`src/rtl/multicycle_control.sv`:
```
// Multicycle MIPS-style main control: Moore FSM decoding datapath controls from the registered state.
// Latency: outputs follow the state register; illegal_op is a registered pulse one cycle after DECODE.
// Backpressure: none; the FSM advances every clock and opcode is only sampled in DECODE and MEMADR.
module multicycle_control #(
    parameter int COUNT_WIDTH = 16
) (
    input  logic                   clock,
    input  logic                   reset,
    input  logic [5:0]             opcode,
    output logic                   pc_write,
    output logic                   pc_write_cond,
    output logic                   i_or_d,
    output logic                   mem_read,
    output logic                   mem_write,
    output logic                   mem_to_reg,
    output logic                   ir_write,
    output logic                   alu_src_a,
    output logic                   reg_write,
    output logic                   reg_dst,
    output logic [1:0]             pc_source,
    output logic [1:0]             alu_op,
    output logic [1:0]             alu_src_b,
    output logic [3:0]             state,
    output logic                   illegal_op,
    output logic [COUNT_WIDTH-1:0] retired_count
);

    typedef enum logic [3:0] {
        S_FETCH    = 4'd0,
        S_DECODE   = 4'd1,
        S_MEMADR   = 4'd2,
        S_MEMREAD  = 4'd3,
        S_MEMWB    = 4'd4,
        S_MEMWRITE = 4'd5,
        S_EXECUTE  = 4'd6,
        S_RTYPE_WB = 4'd7,
        S_BRANCH   = 4'd8,
        S_JUMP     = 4'd9,
        S_ADDI_EX  = 4'd10,
        S_ADDI_WB  = 4'd11
    } state_t;

    localparam logic [5:0] OP_RTYPE = 6'b000000;
    localparam logic [5:0] OP_J     = 6'b000010;
    localparam logic [5:0] OP_BEQ   = 6'b000100;
    localparam logic [5:0] OP_ADDI  = 6'b001000;
    localparam logic [5:0] OP_LW    = 6'b100011;
    localparam logic [5:0] OP_SW    = 6'b101011;

    state_t                 state_q, state_d;
    logic                   illegal_q, illegal_d;
    logic [COUNT_WIDTH-1:0] count_q, count_d;
    logic                   retire;

    // State, illegal pulse and retire counter registers; reset abandons any instruction in flight.
    always_ff @(posedge clock or posedge reset) begin
        if (reset) begin
            state_q   <= S_FETCH;
            illegal_q <= 1'b0;
            count_q   <= '0;
        end else begin
            state_q   <= state_d;
            illegal_q <= illegal_d;
            count_q   <= count_d;
        end
    end

    // Next-state selection; only DECODE and MEMADR look at the opcode.
    always_comb begin
        state_d   = S_FETCH;
        illegal_d = 1'b0;
        case (state_q)
            S_FETCH:   state_d = S_DECODE;
            S_DECODE: begin
                case (opcode)
                    OP_LW, OP_SW: state_d = S_MEMADR;
                    OP_RTYPE:     state_d = S_EXECUTE;
                    OP_BEQ:       state_d = S_BRANCH;
                    OP_J:         state_d = S_JUMP;
                    OP_ADDI:      state_d = S_ADDI_EX;
                    default: begin
                        state_d   = S_FETCH;
                        illegal_d = 1'b1;
                    end
                endcase
            end
            S_MEMADR:  state_d = (opcode == OP_LW) ? S_MEMREAD : S_MEMWRITE;
            S_MEMREAD: state_d = S_MEMWB;
            S_EXECUTE: state_d = S_RTYPE_WB;
            S_ADDI_EX: state_d = S_ADDI_WB;
            default:   state_d = S_FETCH;
        endcase
    end

    // An instruction retires on the edge leaving its terminal state; the counter wraps freely.
    always_comb begin
        retire = 1'b0;
        case (state_q)
            S_MEMWB, S_MEMWRITE, S_RTYPE_WB,
            S_BRANCH, S_JUMP, S_ADDI_WB: retire = 1'b1;
            default:                     retire = 1'b0;
        endcase
        count_d = retire ? count_q + COUNT_WIDTH'(1) : count_q;
    end

    // Moore output decode; reset gates everything so no write strobe escapes while held.
    always_comb begin
        pc_write      = 1'b0;
        pc_write_cond = 1'b0;
        i_or_d        = 1'b0;
        mem_read      = 1'b0;
        mem_write     = 1'b0;
        mem_to_reg    = 1'b0;
        ir_write      = 1'b0;
        alu_src_a     = 1'b0;
        reg_write     = 1'b0;
        reg_dst       = 1'b0;
        pc_source     = 2'b00;
        alu_op        = 2'b00;
        alu_src_b     = 2'b00;
        if (!reset) begin
            case (state_q)
                S_FETCH: begin
                    mem_read  = 1'b1;
                    ir_write  = 1'b1;
                    alu_src_b = 2'b01;
                    pc_write  = 1'b1;
                end
                S_DECODE:  alu_src_b = 2'b11;
                S_MEMADR, S_ADDI_EX: begin
                    alu_src_a = 1'b1;
                    alu_src_b = 2'b10;
                end
                S_MEMREAD: begin
                    mem_read = 1'b1;
                    i_or_d   = 1'b1;
                end
                S_MEMWB: begin
                    reg_write  = 1'b1;
                    mem_to_reg = 1'b1;
                end
                S_MEMWRITE: begin
                    mem_write = 1'b1;
                    i_or_d    = 1'b1;
                end
                S_EXECUTE: begin
                    alu_src_a = 1'b1;
                    alu_op    = 2'b10;
                end
                S_RTYPE_WB: begin
                    reg_dst   = 1'b1;
                    reg_write = 1'b1;
                end
                S_BRANCH: begin
                    alu_src_a     = 1'b1;
                    alu_op        = 2'b01;
                    pc_write_cond = 1'b1;
                    pc_source     = 2'b01;
                end
                S_JUMP: begin
                    pc_write  = 1'b1;
                    pc_source = 2'b10;
                end
                S_ADDI_WB: reg_write = 1'b1;
                default: ;
            endcase
        end
    end

    assign state         = state_q;
    assign illegal_op    = illegal_q;
    assign retired_count = count_q;

endmodule

```
`config.mk`:
```
export PLATFORM = sky130hd
export DESIGN_NAME = multicycle_control
export DESIGN_NICKNAME = d
export VERILOG_FILES = /design/src/rtl/multicycle_control.sv
export SDC_FILE = /design/constraint.sdc
export NUM_CORES = 1
export LEC_CHECK = 0
export ABC_AREA = 0
export CORE_MARGIN = 5
export CORE_UTILIZATION = 47
export DETAILED_ROUTE_END_ITERATION = 16
export MAX_ROUTING_LAYER = met4
export PLACE_DENSITY = 0.84
export SETUP_SLACK_MARGIN = 0.5
export SLEW_MARGIN = 20
export SYNTH_ARGS = -nofsm -noshare
export SYNTH_HDL_FRONTEND = slang
export SYNTH_SLANG_ARGS = --single-unit
```
`constraint.sdc`:
```
create_clock -name clock -period 4.6 [get_ports clock]
set_input_delay 0.92 -clock clock [delete_from_list [all_inputs] [get_ports clock]]
set_output_delay 0.92 -clock clock [all_outputs]
set_load 0.01 [all_outputs]
```
==> reports/summary.log, run 1 <==
qor: cells_and_area.final_cell_area 1730 µm²
qor: hold_path.worstHoldStart retired_count[15]
qor: floorplanning.initial_utilization 49.9%
qor: synth.synth_nets 141
qor: synth.synth.avg_cell_area 9.46 µm²
qor: cells_and_area.stdcell_count 203
qor: floorplanning.width_of_the_die 61.5 µm
qor: worst_setup_path.timing.rr.start state[1]
qor: synth.total_number_of_yosys_warnings 0
qor: floorplanning.dieArea 3790 µm²
qor: synth.synth_edf_count 0
qor: drt.wire_per_inst 14.6 µm
qor: sta.setup_viol_count_final 0
qor: outcome.status finished, final reports clean
qor: placed_design.placed_area 1700 µm²
qor: power_and_ir_drop.seq_power_share 46.6%
qor: power_and_ir_drop.power_total 0.547 mW
qor: placed_design.detailedPlacementHpwl 2.28 mm
qor: floorplanning.top_level_ports 45
qor: cells_and_area.antennaDiodeCount 0
qor: sta.unrepaired_setup_endpoints_after_global_routing false
qor: worst_setup_path.worst-path-max-fanout 8
qor: cells_and_area.area_delta_synth_final 38.3%
qor: clock_network.tritoncts done
qor: clock_network.numClockSinks 21
qor: sta.maxSlewHeadroom 52.7%
qor: synth.ys_dominant_reg_cell sky130_fd_sc_hd__dfrtp_1
qor: cells_and_area.fillerInstances 218
qor: synth.yosys_register_bits 21
qor: floorplanning.die_y 61.5 µm
qor: floorplanning.rows 18
qor: sta.setup_tns 0 ps
qor: global_routing.globalRouteTotalUtil 18.6%
qor: synth.synth_compound_gate_area_share 5.71%
qor: drt.final_antenna_net_count 0
qor: placed_design.io_buffers 44
qor: worst_setup_path.worst-endpoint-arrival 2520 ps
qor: synth.synthTopCellsByCount 21 x sky130_fd_sc_hd__dfrtp_1, 15 x sky130_fd_sc_hd__nand2_1, 14 x sky130_fd_sc_hd__nor2_1
qor: clock_network.worst_skew_pair.late_latency 300 ps
qor: worst_setup_path.r2r_setup_slack 2650 ps
qor: clock_network.cts_inserted_buffers 3
qor: synth.synthCells 132
qor: sta.final-max-slew-violation-count 0
qor: synth.synth_seq_area_share 42.1%
qor: global_routing.maximum_number_of_pins_on_one_net_before_global_route_repair 19
qor: power_and_ir_drop.switching_share 34.7%
qor: sta.fin_skew 6.88 ps
qor: sta.timing_worst_slew_pin_value 709 ps
qor: drt.drt-vias-per-instance 5.56
qor: power_and_ir_drop.p_leak 0.682 nW
qor: worst_setup_path.critPathLaunchType primary input
qor: drt.route.detailed.drc 0
qor: global_routing.antenna_found_initial 0
qor: synth.async_set_or_reset_flop_fraction_in_the_synthesized_netlist 100%
qor: worst_setup_path.worst-setup-path-type primary input to output port
qor: clock_network.post_cts_resized 0
qor: hold_path.whs_endpoint retired_count[15]
qor: placed_design.numPlacedInstances 199
qor: run.max-cap-violations 0
qor: worst_setup_path.critical_path.reg2reg.endpoint retired_count[1]
qor: sta.timing.final.crit_share 74.7%
qor: synth.synth_xor_xnor_area_share 14.6%
qor: sta.post-route-min-period 3440 ps
qor: synth.synth_mux_area_share 0.902%
qor: clock_network.htreeDepth 1
qor: clock_network.cts-root-buf sky130_fd_sc_hd__clkbuf_4
qor: global_routing.grt.overflow.total 0
qor: synth.post-synth-top-count-cell sky130_fd_sc_hd__dfrtp_1
qor: synth.synth_simple_gate_area_share 32.6%
qor: power_and_ir_drop.irDropWorstVdd 0.209 mV
qor: synth.synth_top_family_by_area simple AND/OR/NAND/NOR gates
qor: drt.detail_route.first_pass.iterations 4
qor: synth.synth_fa_ha_area_share 1.00%
qor: power_and_ir_drop.clock_power_share 15.7%
qor: floorplanning.core_region_area 2500 µm²
qor: placed_design.finalWeightedCongestion 0.807
qor: clock_network.max_buffers_root_to_sink 2
qor: worst_setup_path.worstPathRequired 3680 ps
qor: synth.synth_area 1250 µm²
qor: power_and_ir_drop.power.density_cell_area 317 nW/µm²
qor: power_and_ir_drop.power_frac_comb 37.7%
qor: synth.yosysTopAreaCellShare 42.1%
qor: drt.routed_wl 2.97 mm
qor: cells_and_area.final_layout_size_suffix_gt1_share 6.36%
qor: clock_network.cts_setup_buffers 0
qor: worst_setup_path.worst_r2r_path_depth 3
qor: clock_network.post_cts_hold_buffer_count 0
qor: sta.maxClockFrequency 291 MHz
qor: global_routing.first_global_vias 1,206
qor: synth.yosysUniqueCellTypes 37
qor: drt.via_count 1,129
qor: power_and_ir_drop.p_sw 0.190 mW
qor: synth.netlist.top_cell.by_area sky130_fd_sc_hd__dfrtp_1
qor: hold_path.worst_hold_path.num_cells 1
qor: cells_and_area.layout.nets 183
qor: global_routing.grt_pass1_wl 5.21 mm
qor: synth.yosys-top-cells-area sky130_fd_sc_hd__dfrtp_1 42%, sky130_fd_sc_hd__xnor2_1 8.4%, sky130_fd_sc_hd__xor2_1 4.9%
qor: worst_setup_path.crit_path_end_kind output port
qor: hold_path.holdCritPathClass flop to flop
qor: drt.first_iter_violations 31
qor: clock_network.cts.reportedPaths.clkPinSlew 120 ps
qor: power_and_ir_drop.power.internal 0.357 mW
qor: sta.timing_hold_violations_final 0
logic make-up (layout without fill, tap and decap cells):
logic type | count (synthesis) | after routing
simple gates | 69 | 69
flops | 21 | 21
compound gates | 11 | 11
fa+ha+maj | 1 | 1
buf+inv | 9 | 50
xor+xnor | 20 | 20
mux | 1 | 1
critical path, cell delays in order:
cell and delay (ps):
sky130_fd_sc_hd__clkdlybuf4s50_1 530, sky130_fd_sc_hd__nor2_1 180, sky130_fd_sc_hd__nand2_1 120, sky130_fd_sc_hd__nor3_1 180, sky130_fd_sc_hd__clkdlybuf4s50_1 580
state kept, by name, summed over array words and instances (netlist names):
signal and count:
illegal_op 1, retired_count 16, state 4
worst max path at each step:
stage / from / end / slack [ps] / cells after the start
after floorplan: reset / mem_read / 1760 / 3
final: reset / mem_to_reg / 1160 / 5
after CTS: reset / mem_to_reg / 1160 / 5
after global placement: reset / pc_write_cond / 1240 / 5
after global routing: state[1] / alu_src_b[1] / 960 / 4
after detailed placement: reset / mem_to_reg / 1170 / 5
routing by layer:
| metal | part of all wire [%] | wire [µm] | global-route usage [%] |
|---|---|---|---|
| met4 | 1.2 | 35 | 8.48 |
| met1 | 44 | 1310 | 23.1 |
| met3 | 4.8 | 142 | 2.73 |
| met2 | 50 | 1470 | 29.7 |
| met5 | 0 | 0 | - |
power by group through the flow:
stage	combinational, mW	clock, mW	sequential (mW)
after floorplan	0.103	0	0.252
after global placement	0.204	0	0.256
after detailed placement	0.206	0	0.259
after CTS	0.209	0.0895	0.255
after global routing	0.223	0.0994	0.262
final	0.206	0.0859	0.255
layout by cell type, fill, tap and decap left out, types with 3 or more instances in the layout:
cell type and count:
sky130_fd_sc_hd__xor2_1 7, sky130_fd_sc_hd__and4_1 3, sky130_fd_sc_hd__nor4_1 3, sky130_fd_sc_hd__dfrtp_1 21, sky130_fd_sc_hd__xnor2_1 12, sky130_fd_sc_hd__nand2b_1 3, sky130_fd_sc_hd__nand2_1 15, sky130_fd_sc_hd__nand3_1 6
sky130_fd_sc_hd__and3_1 3, sky130_fd_sc_hd__clkdlybuf4s50_1 44, sky130_fd_sc_hd__nor2_1 14, sky130_fd_sc_hd__a21oi_1 3, sky130_fd_sc_hd__nor3_1 6, sky130_fd_sc_hd__nor4b_1 4, sky130_fd_sc_hd__clkbuf_4 3
through the flow:
step | setup slack, ps | util (%) | hold WS, ps
6_report | 1160 | 69.1 | 482
3_5_place_dp | 1170 | 68.0 | 470
3_3_place_gp | 1240 | 68.0 | 461
5_1_grt | 959 | 69.1 | 524
2_1_floorplan | 1760 | - | 507
4_1_cts | 1160 | 69.1 | 489
layout make-up:
| class | count | area, µm² | share of cell area, % |
|---|---|---|---|
| clock buffers | 3 | 22.5 | 1.30 |
| clock inverters | 1 | 5.00 | 0.290 |
| inverters | 1 | 3.75 | 0.217 |
| multi-input cells | 102 | 684 | 39.6 |
| flip-flops and latches | 21 | 526 | 30.4 |
| well taps | 30 | 37.5 | 2.17 |
| repair buffers | 45 | 448 | 25.9 |
Note: power is estimated with default switching activity, not from simulation.
==> run 2, diff against run 1 <==
Settings changed: CORE_UTILIZATION 47 to 44, PLACE_DENSITY 0.84 to 0.79.
Clock period 4.6 ns to 3.3 ns, I/O delays scaled along.
==> run 2 against run 1 <==
Register-to-register slack worse by 1000 ps; flip-flop and latch count stayed put; worst hold slack improved by 2.1 ps; power increased by 42%; sequential power is 41% higher; wire length decreased by 3.2%; critical endpoint is now ir_write.
==> reports/summary.log, run 2 (synthesis results as in run 1) <==
qor: cells_and_area.largest_register_ff_count 16 [unchanged]
qor: cells_and_area.layout.cells.most_common_list 42 x sky130_fd_sc_hd__clkdlybuf4s50_1, 18 x sky130_fd_sc_hd__dfrtp_1, 15 x sky130_fd_sc_hd__nand2_1 [was 44 x sky130_fd_sc_hd__clkdlybuf4s50_1, 21 x sky130_fd_sc_hd__dfrtp_1, 15 x sky130_fd_sc_hd__nand2_1]
qor: clock_network.cts_inserted_buffers 3 [unchanged]
qor: global_routing.maximum_number_of_pins_on_one_net_before_global_route_repair 22 [was 19]
qor: sta.timing_hold_violations_final 0 [unchanged]
qor: worst_setup_path.crit_family buffers and inverters [unchanged]
qor: sta.timing.final.crit_share 80.6%
qor: worst_setup_path.crit_path_end_kind output port [unchanged]
qor: clock_network.cts_setup_buffers 0 [unchanged]
qor: clock_network.htreeDepth 1 [unchanged]
qor: floorplanning.top_level_ports 45 [unchanged]
qor: global_routing.antenna_found_initial 0 [unchanged]
qor: cells_and_area.fillerInstances 239 [was 218]
qor: sta.maxClockFrequency 376 MHz
qor: sta.setup_tns 0 ps [unchanged]
qor: drt.final_antenna_net_count 0 [unchanged]
qor: cells_and_area.post_layout_util 63.8% [was 69.1%]
qor: drt.wire_per_inst 14.0 µm [was 14.6 µm]
qor: global_routing.grt_pass1_wl 5.13 mm [was 5.21 mm]
qor: power_and_ir_drop.irDropWorstVdd 0.316 mV [was 0.209 mV]
qor: drt.drt-vias-per-instance 5.65 [was 5.56]
qor: placed_design.io_buffers 44 [unchanged]
qor: drt.first_iter_violations 43 [was 31]
qor: clock_network.post_cts_hold_buffer_count 0 [unchanged]
qor: sta.final-max-slew-violation-count 0 [unchanged]
qor: global_routing.globalRouteTotalUtil 15.7% [was 18.6%]
qor: placed_design.numPlacedInstances 201 [was 199]
qor: placed_design.placed_area 1710 µm² [was 1700 µm²]
qor: outcome.status finished, final reports clean [unchanged]
qor: cells_and_area.layout.nets 184 [was 183]
qor: placed_design.detailedPlacementHpwl 2.17 mm [was 2.28 mm]
qor: cells_and_area.regArea 529 µm² [was 526 µm²]
qor: floorplanning.width_of_the_die 63.3 µm [was 61.5 µm]
qor: worst_setup_path.worst-setup-path-type flop to output port [was primary input to output port]
qor: global_routing.first_global_vias 1,149 [was 1,206]
qor: cells_and_area.final_layout_size_suffix_gt1_share 9.20% [was 6.36%]
qor: cells_and_area.final_common_cell sky130_fd_sc_hd__clkdlybuf4s50_1 [unchanged]
qor: power_and_ir_drop.p_leak 0.690 nW [was 0.682 nW]
qor: clock_network.numClockSinks 21 [unchanged]
qor: clock_network.cts-root-buf sky130_fd_sc_hd__clkbuf_4 [unchanged]
qor: floorplanning.die_y 63.3 µm [was 61.5 µm]
qor: floorplanning.initial_utilization 45.7% [was 49.9%]
qor: clock_network.tritoncts done [unchanged]
qor: clock_network.worst_skew_pair.late_latency 310 ps [was 300 ps]
qor: worst_setup_path.worst_path_max_delay_cell sky130_fd_sc_hd__clkdlybuf4s50_1 [unchanged]
qor: run.max-cap-violations 0 [unchanged]
qor: drt.routed_wl 2.87 mm [was 2.97 mm]
qor: cells_and_area.multi_input_area 692 µm² [was 684 µm²]
qor: clock_network.max_buffers_root_to_sink 2 [unchanged]
qor: worst_setup_path.critical_path.n_buffers_inverters 1 [was 2]
qor: sta.setup_viol_count_final 0 [unchanged]
qor: drt.via_count 1,159 [was 1,129]
qor: sta.unrepaired_setup_endpoints_after_global_routing false [unchanged]
qor: cells_and_area.stdcell_count 205 [was 203]
qor: worst_setup_path.cp_slowest_stage_delay 600 ps [was 580 ps]
qor: hold_path.holdCritPathClass flop to flop [unchanged]
qor: cells_and_area.area_delta_synth_final 39.7% [was 38.3%]
qor: clock_network.cts.reportedPaths.clkPinSlew 120 ps [about the same]
qor: sta.post-route-min-period 2660 ps
qor: floorplanning.rows 19 [was 18]
qor: floorplanning.core_region_area 2730 µm² [was 2500 µm²]
qor: worst_setup_path.timing.critical_path.cells nor2_1, nor4b_1, clkdlybuf4s50_1 [was clkdlybuf4s50_1, nor2_1, nand2_1, nor3_1, clkdlybuf4s50_1]
qor: drt.detail_route.first_pass.iterations 4 [unchanged]
qor: worst_setup_path.worst-path-max-fanout 17 [was 8]
qor: global_routing.grt.overflow.total 0 [unchanged]
qor: sta.fin_skew 9.82 ps [was 6.88 ps]
qor: floorplanning.dieArea 4000 µm² [was 3790 µm²]
qor: worst_setup_path.critPathLaunchType flop [was primary input]
qor: power_and_ir_drop.power.density_cell_area 445 nW/µm² [was 317 nW/µm²]
qor: drt.route.detailed.drc 0 [unchanged]
qor: cells_and_area.antennaDiodeCount 0 [unchanged]
qor: sta.timing_worst_slew_pin_value 407 ps [was 709 ps]
qor: worst_setup_path.worst-endpoint-arrival 2000 ps [was 2520 ps]
qor: worst_setup_path.r2r_setup_slack 1600 ps [was 2650 ps]
qor: worst_setup_path.worstPathRequired 2640 ps [was 3680 ps]
qor: sta.maxSlewHeadroom 72.8% [was 52.7%]
qor: cells_and_area.final_cell_area 1740 µm² [was 1730 µm²]
qor: placed_design.finalWeightedCongestion 0.885 [was 0.807]
-- run 2: changes by cell type in the layout (fill, tap and decap cells not counted), sizes merged --
cell / delta
dlygate4sd2: +2
buf: +1
clkdlybuf4s50: -2
-- run 2: timing repair --
action	CTS	global route
gates resized for setup	3	4
gates cloned	0	0
setup endpoints to repair	9	6
-- run 2: where the power goes --
group,leakage (nW),switching [mW],internal (mW)
registers,0.278,0.0651,0.294
clock network,0.0177,0.0800,0.0453
logic,0.394,0.131,0.161
-- run 2: final cells by class --
class	instances	area share [%]
Multi-Input combinational cell	102	39.7
Sequential cell	21	30.3
Timing Repair Buffer	46	26.0
Tap cell	31	2.22
Clock buffer	3	1.29
Clock inverter	1	0.287
Inverter	1	0.215
-- run 2: path summary, 6_finish.rpt --
kind	startpoint	to	cells after the start
worst max-delay path	state[2]	ir_write	3
worst min-delay path	retired_count[15]	retired_count[15]	1
worst max register to register	state[2]	retired_count[7]	4
worst min register to register	retired_count[15]	retired_count[15]	1
max in group asynchronous	reset	state[0]	3
min in group asynchronous	reset	retired_count[0]	3
-- run 2: per-layer routing --
| metal | up-vias | track usage [%] | part of all wire [%] |
|---|---|---|---|
| li1 | 552 | - | - |
| met3 | 5 | 3.37 | 7.7 |
| met2 | 62 | 24.9 | 45 |
| met4 | 0 | 5.97 | 1.6 |
| met1 | 540 | 19.5 | 46 |
| met5 | - | - | 0 |
-- run 2: metrics by stage --
step                      total power, mW  worst slack, ps  hold slack [ps]
after detailed placement            0.651              416              465
after floorplan                     0.495              983              507
after CTS                           0.778              456              486
after global routing                0.828              527              509
final                               0.776              639              484
after global placement              0.642              471              461
==> run 3, diff against run 2 <==
Clock period 3.3 ns to 2.6 ns, I/O delays scaled along.
==> run 3 against run 2 <==
Cell area up 19%; non-clock buffer count rose by 34; largest power group is now combinational logic; critical path type unchanged; power up 55%; first-iteration DRC count increased by 40%; utilization grew 12 points; wire length increased by 43%; critical path depth did not move.
==> reports/summary.log, run 3 (synthesis results as in run 1) <==
qor: clock_network.max_buffers_root_to_sink 2 [unchanged]
qor: sta.setup_tns 0 ps [unchanged]
qor: clock_network.cts.reportedPaths.clkPinSlew 120 ps [about the same]
qor: global_routing.grt.overflow.total 0 [unchanged]
qor: drt.route.detailed.drc 0 [unchanged]
qor: global_routing.grt_pass1_wl 6.35 mm [was 5.13 mm]
qor: cells_and_area.stdcell_count 239 [was 205]
qor: worst_setup_path.critPathLaunchType flop [unchanged]
qor: drt.routed_wl 4.11 mm [was 2.87 mm]
qor: cells_and_area.final_common_cell sky130_fd_sc_hd__buf_4 [was sky130_fd_sc_hd__clkdlybuf4s50_1]
qor: placed_design.detailedPlacementHpwl 2.23 mm [was 2.17 mm]
qor: sta.timing.final.crit_share 88.3%
qor: drt.drt-vias-per-instance 5.69 [was 5.65]
qor: worst_setup_path.worst_path_max_delay_cell sky130_fd_sc_hd__clkdlybuf4s50_1 [unchanged]
qor: worst_setup_path.critical_path.endpoint mem_read [was ir_write]
qor: worst_setup_path.critical_path.reg2reg.endpoint retired_count[14] [was retired_count[7]]
qor: clock_network.htreeDepth 1 [unchanged]
qor: drt.detail_route.first_pass.iterations 4 [unchanged]
qor: cells_and_area.layout.cells.most_common_list 29 x sky130_fd_sc_hd__buf_4, 25 x sky130_fd_sc_hd__clkdlybuf4s50_1, 17 x sky130_fd_sc_hd__dfrtp_1 [was 42 x sky130_fd_sc_hd__clkdlybuf4s50_1, 18 x sky130_fd_sc_hd__dfrtp_1, 15 x sky130_fd_sc_hd__nand2_1]
qor: worst_setup_path.timing.critical_path.cells nand2b_1, and4_1, clkdlybuf4s50_1 [was nor2_1, nor4b_1, clkdlybuf4s50_1]
qor: placed_design.placed_area 1730 µm² [was 1710 µm²]
qor: placed_design.io_buffers 44 [unchanged]
qor: worst_setup_path.cp_slowest_stage_delay 540 ps [was 600 ps]
qor: worst_setup_path.worst-setup-path-type flop to output port [unchanged]
qor: drt.first_iter_violations 60 [was 43]
qor: cells_and_area.antennaDiodeCount 0 [unchanged]
qor: floorplanning.dieArea 4000 µm² [unchanged]
qor: floorplanning.top_level_ports 45 [unchanged]
qor: worst_setup_path.worst-path-max-fanout 7 [was 17]
qor: clock_network.numClockSinks 21 [unchanged]
qor: sta.fin_skew 7.97 ps [was 9.82 ps]
qor: sta.worst_slack 303 ps [was 639 ps]
qor: placed_design.pre_cts_ws 20.6 ps [was 416 ps]
qor: drt.via_count 1,359 [was 1,159]
qor: placed_design.finalWeightedCongestion 0.854 [was 0.885]
qor: floorplanning.rows 19 [unchanged]
qor: clock_network.cts_inserted_buffers 3 [unchanged]
qor: worst_setup_path.timing.rr.start state[3] [was state[2]]
qor: hold_path.holdCritPathClass primary input to async pin [was flop to flop]
qor: global_routing.maximum_number_of_pins_on_one_net_before_global_route_repair 12 [was 22]
qor: clock_network.worst_skew_pair.late_latency 310 ps [about the same]
qor: drt.wire_per_inst 17.2 µm [was 14.0 µm]
qor: clock_network.cts-root-buf sky130_fd_sc_hd__clkbuf_4 [unchanged]
qor: worst_setup_path.setup.worst_path.start state[1] [was state[2]]
qor: worst_setup_path.worst-endpoint-arrival 1780 ps [was 2000 ps]
qor: drt.final_antenna_net_count 0 [unchanged]
qor: cells_and_area.area_delta_synth_final 66.2% [was 39.7%]
qor: placed_design.numPlacedInstances 204 [was 201]
qor: sta.setup_viol_count_final 0 [unchanged]
qor: cells_and_area.final_layout_size_suffix_gt1_share 35.6% [was 9.20%]
qor: worst_setup_path.worst_r2r_path_depth 7 [was 4]
qor: sta.maxClockFrequency 435 MHz
qor: global_routing.globalRouteTotalUtil 19.8% [was 15.7%]
qor: floorplanning.initial_utilization 45.7% [unchanged]
qor: floorplanning.core_region_area 2730 µm² [unchanged]
qor: global_routing.antenna_found_initial 0 [unchanged]
qor: sta.maxSlewHeadroom 73.8% [was 72.8%]
qor: sta.post-route-min-period 2300 ps
qor: worst_setup_path.crit_path_end_kind output port [unchanged]
qor: sta.final-max-slew-violation-count 0 [unchanged]
qor: global_routing.first_global_vias 1,337 [was 1,149]
qor: sta.unrepaired_setup_endpoints_after_global_routing true [was false]
qor: power_and_ir_drop.power.density_cell_area 581 nW/µm² [was 445 nW/µm²]
qor: worst_setup_path.r2r_setup_slack 640 ps [was 1600 ps]
qor: clock_network.tritoncts done [unchanged]
qor: run.max-cap-violations 0 [unchanged]
qor: cells_and_area.post_layout_util 75.9% [was 63.8%]
qor: worst_setup_path.worstPathRequired 2080 ps [was 2640 ps]
qor: sta.timing_worst_slew_pin_value 391 ps [was 407 ps]
qor: cells_and_area.layout.nets 218 [was 184]
qor: floorplanning.die_y 63.3 µm [unchanged]
qor: outcome.status finished, final reports clean [unchanged]
qor: floorplanning.width_of_the_die 63.3 µm [unchanged]
qor: cells_and_area.largest_register_ff_count 16 [unchanged]
qor: sta.timing_hold_violations_final 0 [unchanged]
qor: power_and_ir_drop.p_leak 0.989 nW [was 0.690 nW]
qor: cells_and_area.final_cell_area 2080 µm² [was 1740 µm²]
qor: power_and_ir_drop.irDropWorstVdd 0.519 mV [was 0.316 mV]
-- run 3: critical path, delay by kind of cell, from the launching register on --
kind / cells / cell delay (ps)
buf+inv: 1 / 540
simple gates: 2 / 470
flops: 1 / 450
-- run 3: what timing repair did --
action	CTS	global route
cloned	0	0
buffers inserted	19	12
hold buffers	0	0
pin swaps	1	6
resized for setup	50	38
endpoints found under the setup margin	19	18
-- run 3: worst min path at each step --
stage | start | to | slack (ps) | cells past startpoint
floorplan | retired_count[15] | retired_count[15] | 510 | 1
global placement | retired_count[15] | retired_count[15] | 460 | 1
detailed placement | retired_count[15] | retired_count[15] | 460 | 1
CTS | reset | retired_count[1] | 480 | 3
global route | reset | retired_count[1] | 340 | 3
finish | reset | retired_count[1] | 320 | 3
-- run 3: power breakdown --
part           switching (mW)  total, mW  leakage (nW)  internal (mW)
clock                   0.101      0.161        0.0150         0.0599
combinational           0.271      0.616         0.697          0.345
sequential             0.0549      0.429         0.277          0.374
-- run 3: cell type report --
cell class              count  area [µm²]
clock buffers               4        26.3
well taps                  31        38.8
repair buffers             80         692
flip-flops and latches     21         531
multi-input cells         102         785
fillers                   181         658
inverters                   1        3.75
-- run 3: per-stage QoR --
stage	hold slack, ps	total power [mW]
floorplan	507	0.629
CTS	479	1.07
finish	325	1.21
global route	337	1.28
detailed placement	462	0.825
global placement	460	0.817
-- run 3: routing by layer --
metal	wire [µm]	up-vias	GRT usage, %
met4	180	0	6.75
li1	-	621	-
met5	0	-	-
met1	1620	658	23.5
met3	270	15	3.73
met2	2040	65	33.5
==> edit 1 (settings of run 1) <==
The parameter `COUNT_WIDTH` goes from 16 to 20.
--- a/src/rtl/multicycle_control.sv
+++ b/src/rtl/multicycle_control.sv
@@ -2,7 +2,7 @@
 // Latency: outputs follow the state register; illegal_op is a registered pulse one cycle after DECODE.
 // Backpressure: none; the FSM advances every clock and opcode is only sampled in DECODE and MEMADR.
 module multicycle_control #(
-    parameter int COUNT_WIDTH = 16
+    parameter int COUNT_WIDTH = 20
 ) (
     input  logic                   clock,
     input  logic                   reset,
Interface: changed (resized retired_count); port bits go from 45 to 49. No check against the original RTL was run, so the function may have changed too.
==> edit 1 against run 1 <==
  * Setup slack worse by 0.092 ns
  * Die area increased by 11%
  * Sequential power rose by 12%
  * Clock skew rose by 0.0060 ns
  * Combinational power shrank 6%
  * Via count increased by 7.8%
  * Routed wire length rose by 10%
  * Power increased by 5.3%
  * Sequential cell count is 4 higher
  * Synthesized area grew 13%
  * Design area increased by 11%
  * Largest cell class unchanged
  * Highest routed layer unchanged
==> edit 1: results (changes against run 1) <==
The share of layout cells above drive strength 1 came out at 5.29% (was 6.36%). Leading cell types by total area after synthesis: sky130_fd_sc_hd__dfrtp_1 (44%), sky130_fd_sc_hd__xnor2_1 (11%), sky130_fd_sc_hd__nor2_1 (4.0%), sky130_fd_sc_hd__and4_1 (3.7%), sky130_fd_sc_hd__xor2_1 (3.7%) (was sky130_fd_sc_hd__dfrtp_1 (42%), sky130_fd_sc_hd__xnor2_1 (8.4%), sky130_fd_sc_hd__xor2_1 (4.9%), sky130_fd_sc_hd__nand2_1 (4.5%), sky130_fd_sc_hd__nor2_1 (4.2%)). The detailed-route wire length is 3270 um (was 2970 um). The post-synthesis cell type count came to 38 (was 37). The sequential group share of total power came to 49.7% (was 46.6%). Run status: finished clean (unchanged). The cell internal power dissipation is 384 uW (was 357 uW). The global-route wire length before repair came out at 5550 um (was 5210 um). The quantity of I/O buffers inserted on ports came out at 48 (was 44). The violation count after the first detailed-routing iteration came out at 71 (was 31). The worst-case setup slack after placement came to 1.05 ns (was 1.17 ns). The static leakage power came to 0.766 nW (was 0.682 nW).

The reg-to-reg setup timing slack is 2.61 ns (was 2.65 ns). The launch instance of the worst min-delay path is retired_count[14] (was retired_count[15]). The number of nets in the final layout came out at 199 (was 183). The post-detailed-placement half-perimeter wirelength came out at 2500 um (was 2280 um). The average vias per placed instance is 5.48 (was 5.56). The clock skew after layout is 0.0129 ns (was 0.00688 ns). The reg-to-reg endpoint is retired_count[19] (was retired_count[1]). The largest net degree at the start of global routing is 27 (was 19). The number of cells traversed by the worst register-to-register path is 4 (was 3). The global routing usage on met3 came out at 2.77% (was 2.73%). The net count after synthesis came out at 154 (was 141). The global routing usage summed across all routing layers is 16.8% (was 18.6%). The worst stage delay on the critical path is 0.54 ns (was 0.58 ns). The met2 usage is 26.9% (was 29.7%).

The transition time at the pin with the least slew margin came out at 0.619 ns (was 0.709 ns). List of most frequent post-synthesis cells: sky130_fd_sc_hd__dfrtp_1 (25), sky130_fd_sc_hd__xnor2_1 (17), sky130_fd_sc_hd__nor2_1 (15) (was sky130_fd_sc_hd__dfrtp_1 (21), sky130_fd_sc_hd__nand2_1 (15), sky130_fd_sc_hd__nor2_1 (14)). The timing endpoint of the critical path is mem_read (was mem_to_reg). The met1 usage came out at 21.5% (was 23.1%). The detailed route wirelength on metal2 is 1630 um (was 1470 um). The met3 wire length came to 156 um (was 142 um).

The logic gate share of total power came to 33.6% (was 37.7%). The number of global-route vias before repair came out at 1,153 (was 1,206).
edit 1: cells by family (layout without fill, tap and decap cells):
family                   after synthesis  in the layout  synth area share [%]
AND/OR/NAND/NOR                       71             71                  28.9
AO/OA/AOI/OAI                         13             13                  6.01
multiplexers                           1              1                 0.795
flip-flops                            25             25                  44.2
buffers and inverters                 10             54                  3.89
adder cells (fa/ha/maj)                1              1                 0.883
XOR/XNOR                              24             24                  15.4
edit 1: area by class of cell:
cell class              count  area (sq um)
well taps                  33          41.3
clock buffers               3          22.5
repair buffers             49           488
multi-input cells         110           736
clock inverters             1          7.51
flip-flops and latches     25           626
inverters                   1          3.75
fillers                   243          1050
edit 1: metrics by stage:
step                std cells  power, mW  cell area, sq um  util, %  hold WS (ns)
finish                    222      0.576              1920     64.6         0.500
global route              222      0.616              1920     64.6         0.528
CTS                       222      0.583              1920     64.6         0.505
detailed placement        218      0.485              1890     63.6         0.479
global placement          218      0.480              1890     63.6         0.461
floorplan                 145      0.380              1420        -         0.508
==> edit 2 (config.mk and constraints of run 1) <==
Without the edit above. The output `illegal_op` loses its register stage (`illegal_q` becomes a continuous assignment).
--- a/src/rtl/multicycle_control.sv
+++ b/src/rtl/multicycle_control.sv
@@ -56,14 +56,14 @@
     always_ff @(posedge clock or posedge reset) begin
         if (reset) begin
             state_q   <= S_FETCH;
-            illegal_q <= 1'b0;
             count_q   <= '0;
         end else begin
             state_q   <= state_d;
-            illegal_q <= illegal_d;
             count_q   <= count_d;
         end
     end
+
+    assign illegal_q = illegal_d;
 
     // Next-state selection; only DECODE and MEMADR look at the opcode.
     always_comb begin
Check against the original RTL: not equivalent (Yosys sat finds a counterexample within 4 cycles, from zero or initial values and one cycle with reset high).
==> edit 2 against run 1 <==
  * Critical path depth up 1
  * Sequential cell count down 1
  * Design area down 0.87%
  * Clock power up 66%
  * Largest cell class unchanged
  * Sequential power down 5%
  * Highest routed layer unchanged
  * Routed wire length up 6.1%
  * Power up 7.7%
  * Setup slack worse by 0.23 ns
  * First-iteration DRC count up 45%
  * Synthesized area down 3.2%
==> edit 2: results (changes against run 1) <==
The number of nets in the final layout is 187 (was 183). The number of cells traversed by the worst register-to-register path was 4 (was 3). The largest voltage drop on the vdd net was 239 uV (was 209 uV).

The reg-to-reg setup timing slack came out at 2.47 ns (was 2.65 ns). The first element of the critical path is opcode[1] (was reset). The reg-to-reg endpoint is retired_count[15] (was retired_count[1]).

The net count after synthesis came out at 144 (was 141). The multi-input gate count came to 105 (was 102). The clock buffer and inverter area fraction after layout is 3.07% (was 1.59%). The last weighted congestion value of the routability-driven placer is 0.887 (was 0.807). The filler cell count in the final layout is 205 (was 218).

The sequential cell area share was 29.2% (was 30.4%). The non-clock buffering overhead in the final layout is 26.2% (was 25.9%). The fraction of standard cell area in multi-input logic is 38.7% (was 39.6%). The count of vias placed by the detailed router is 1,142 (was 1,129).

The static leakage power is 0.723 nW (was 0.682 nW). Run status: finished clean (unchanged). The post-detailed-route wirelength per cell is 15.2 um (was 14.6 um).

The net switching fraction of the power came to 32.7% (was 34.7%). The register bit total from synthesis came out at 20 (was 21). List of most frequent post-synthesis cells: sky130_fd_sc_hd__dfrtp_1 (20), sky130_fd_sc_hd__nand2_1 (15), sky130_fd_sc_hd__nor2_1 (15) (was sky130_fd_sc_hd__dfrtp_1 (21), sky130_fd_sc_hd__nand2_1 (15), sky130_fd_sc_hd__nor2_1 (14)).

The timing endpoint of the critical path is illegal_op (was mem_to_reg). The arrival time reported for the critical path endpoint is 2.75 ns (was 2.52 ns). The post-detailed-placement half-perimeter wirelength is 2380 um (was 2280 um). The global-route wire length before repair was 5450 um (was 5210 um).

The violation count after the first detailed-routing iteration is 45 (was 31). The sequential cell area fraction in the yosys report came out at 41.4% (was 42.1%).
-- edit 2: cell count changes in the layout (fill, tap and decap cells not counted), sizes merged, moves of 2 or more --
cell / change
xnor2: -4
o21ai: +2
inv: +2
nor4b: -3
a21oi: +2
nor2b: +2
nand4: +2
nand3b: -2
xor2: +4
or3: +3
-- edit 2: through the flow --
| step | utilization [%] | cell area (sq um) | setup slack (ns) | hold slack [ns] | total power [mW] |
|---|---|---|---|---|---|
| 3_3_place_gp | 67.0 | 1660 | 0.972 | 0.465 | 0.440 |
| 2_1_floorplan | - | 1210 | 1.85 | 0.508 | 0.335 |
| 3_5_place_dp | 67.0 | 1660 | 0.940 | 0.496 | 0.447 |
| 6_report | 69.1 | 1710 | 0.930 | 0.508 | 0.589 |
| 5_1_grt | 69.1 | 1710 | 0.844 | 0.531 | 0.620 |
| 4_1_cts | 69.1 | 1710 | 0.932 | 0.514 | 0.592 |
-- edit 2: cell families (layout without fill, tap and decap cells) --
logic type	after synthesis	count (layout)
AO/OA/AOI/OAI	13	13
XOR/XNOR	20	20
adder cells (fa/ha/maj)	1	1
buffers and inverters	10	52
flip-flops	20	20
multiplexers	1	1
AND/OR/NAND/NOR	70	70
-- edit 2: metal layers --
metal  GRT usage, %  wire, um  vias up
met5              -         0        -
met4           6.50        29        0
met3           5.32       206        4
met2           33.1      1540       51
met1           23.3      1370      534
li1               -         -      553
-- edit 2: critical path, stage by stage --
cell                              delay [ns]
sky130_fd_sc_hd__clkdlybuf4s50_1        0.52
sky130_fd_sc_hd__or3_1                  0.39
sky130_fd_sc_hd__a211o_1                0.31
sky130_fd_sc_hd__o31ai_1                0.07
sky130_fd_sc_hd__nor2_1                 0.06
sky130_fd_sc_hd__clkdlybuf4s50_1        0.48
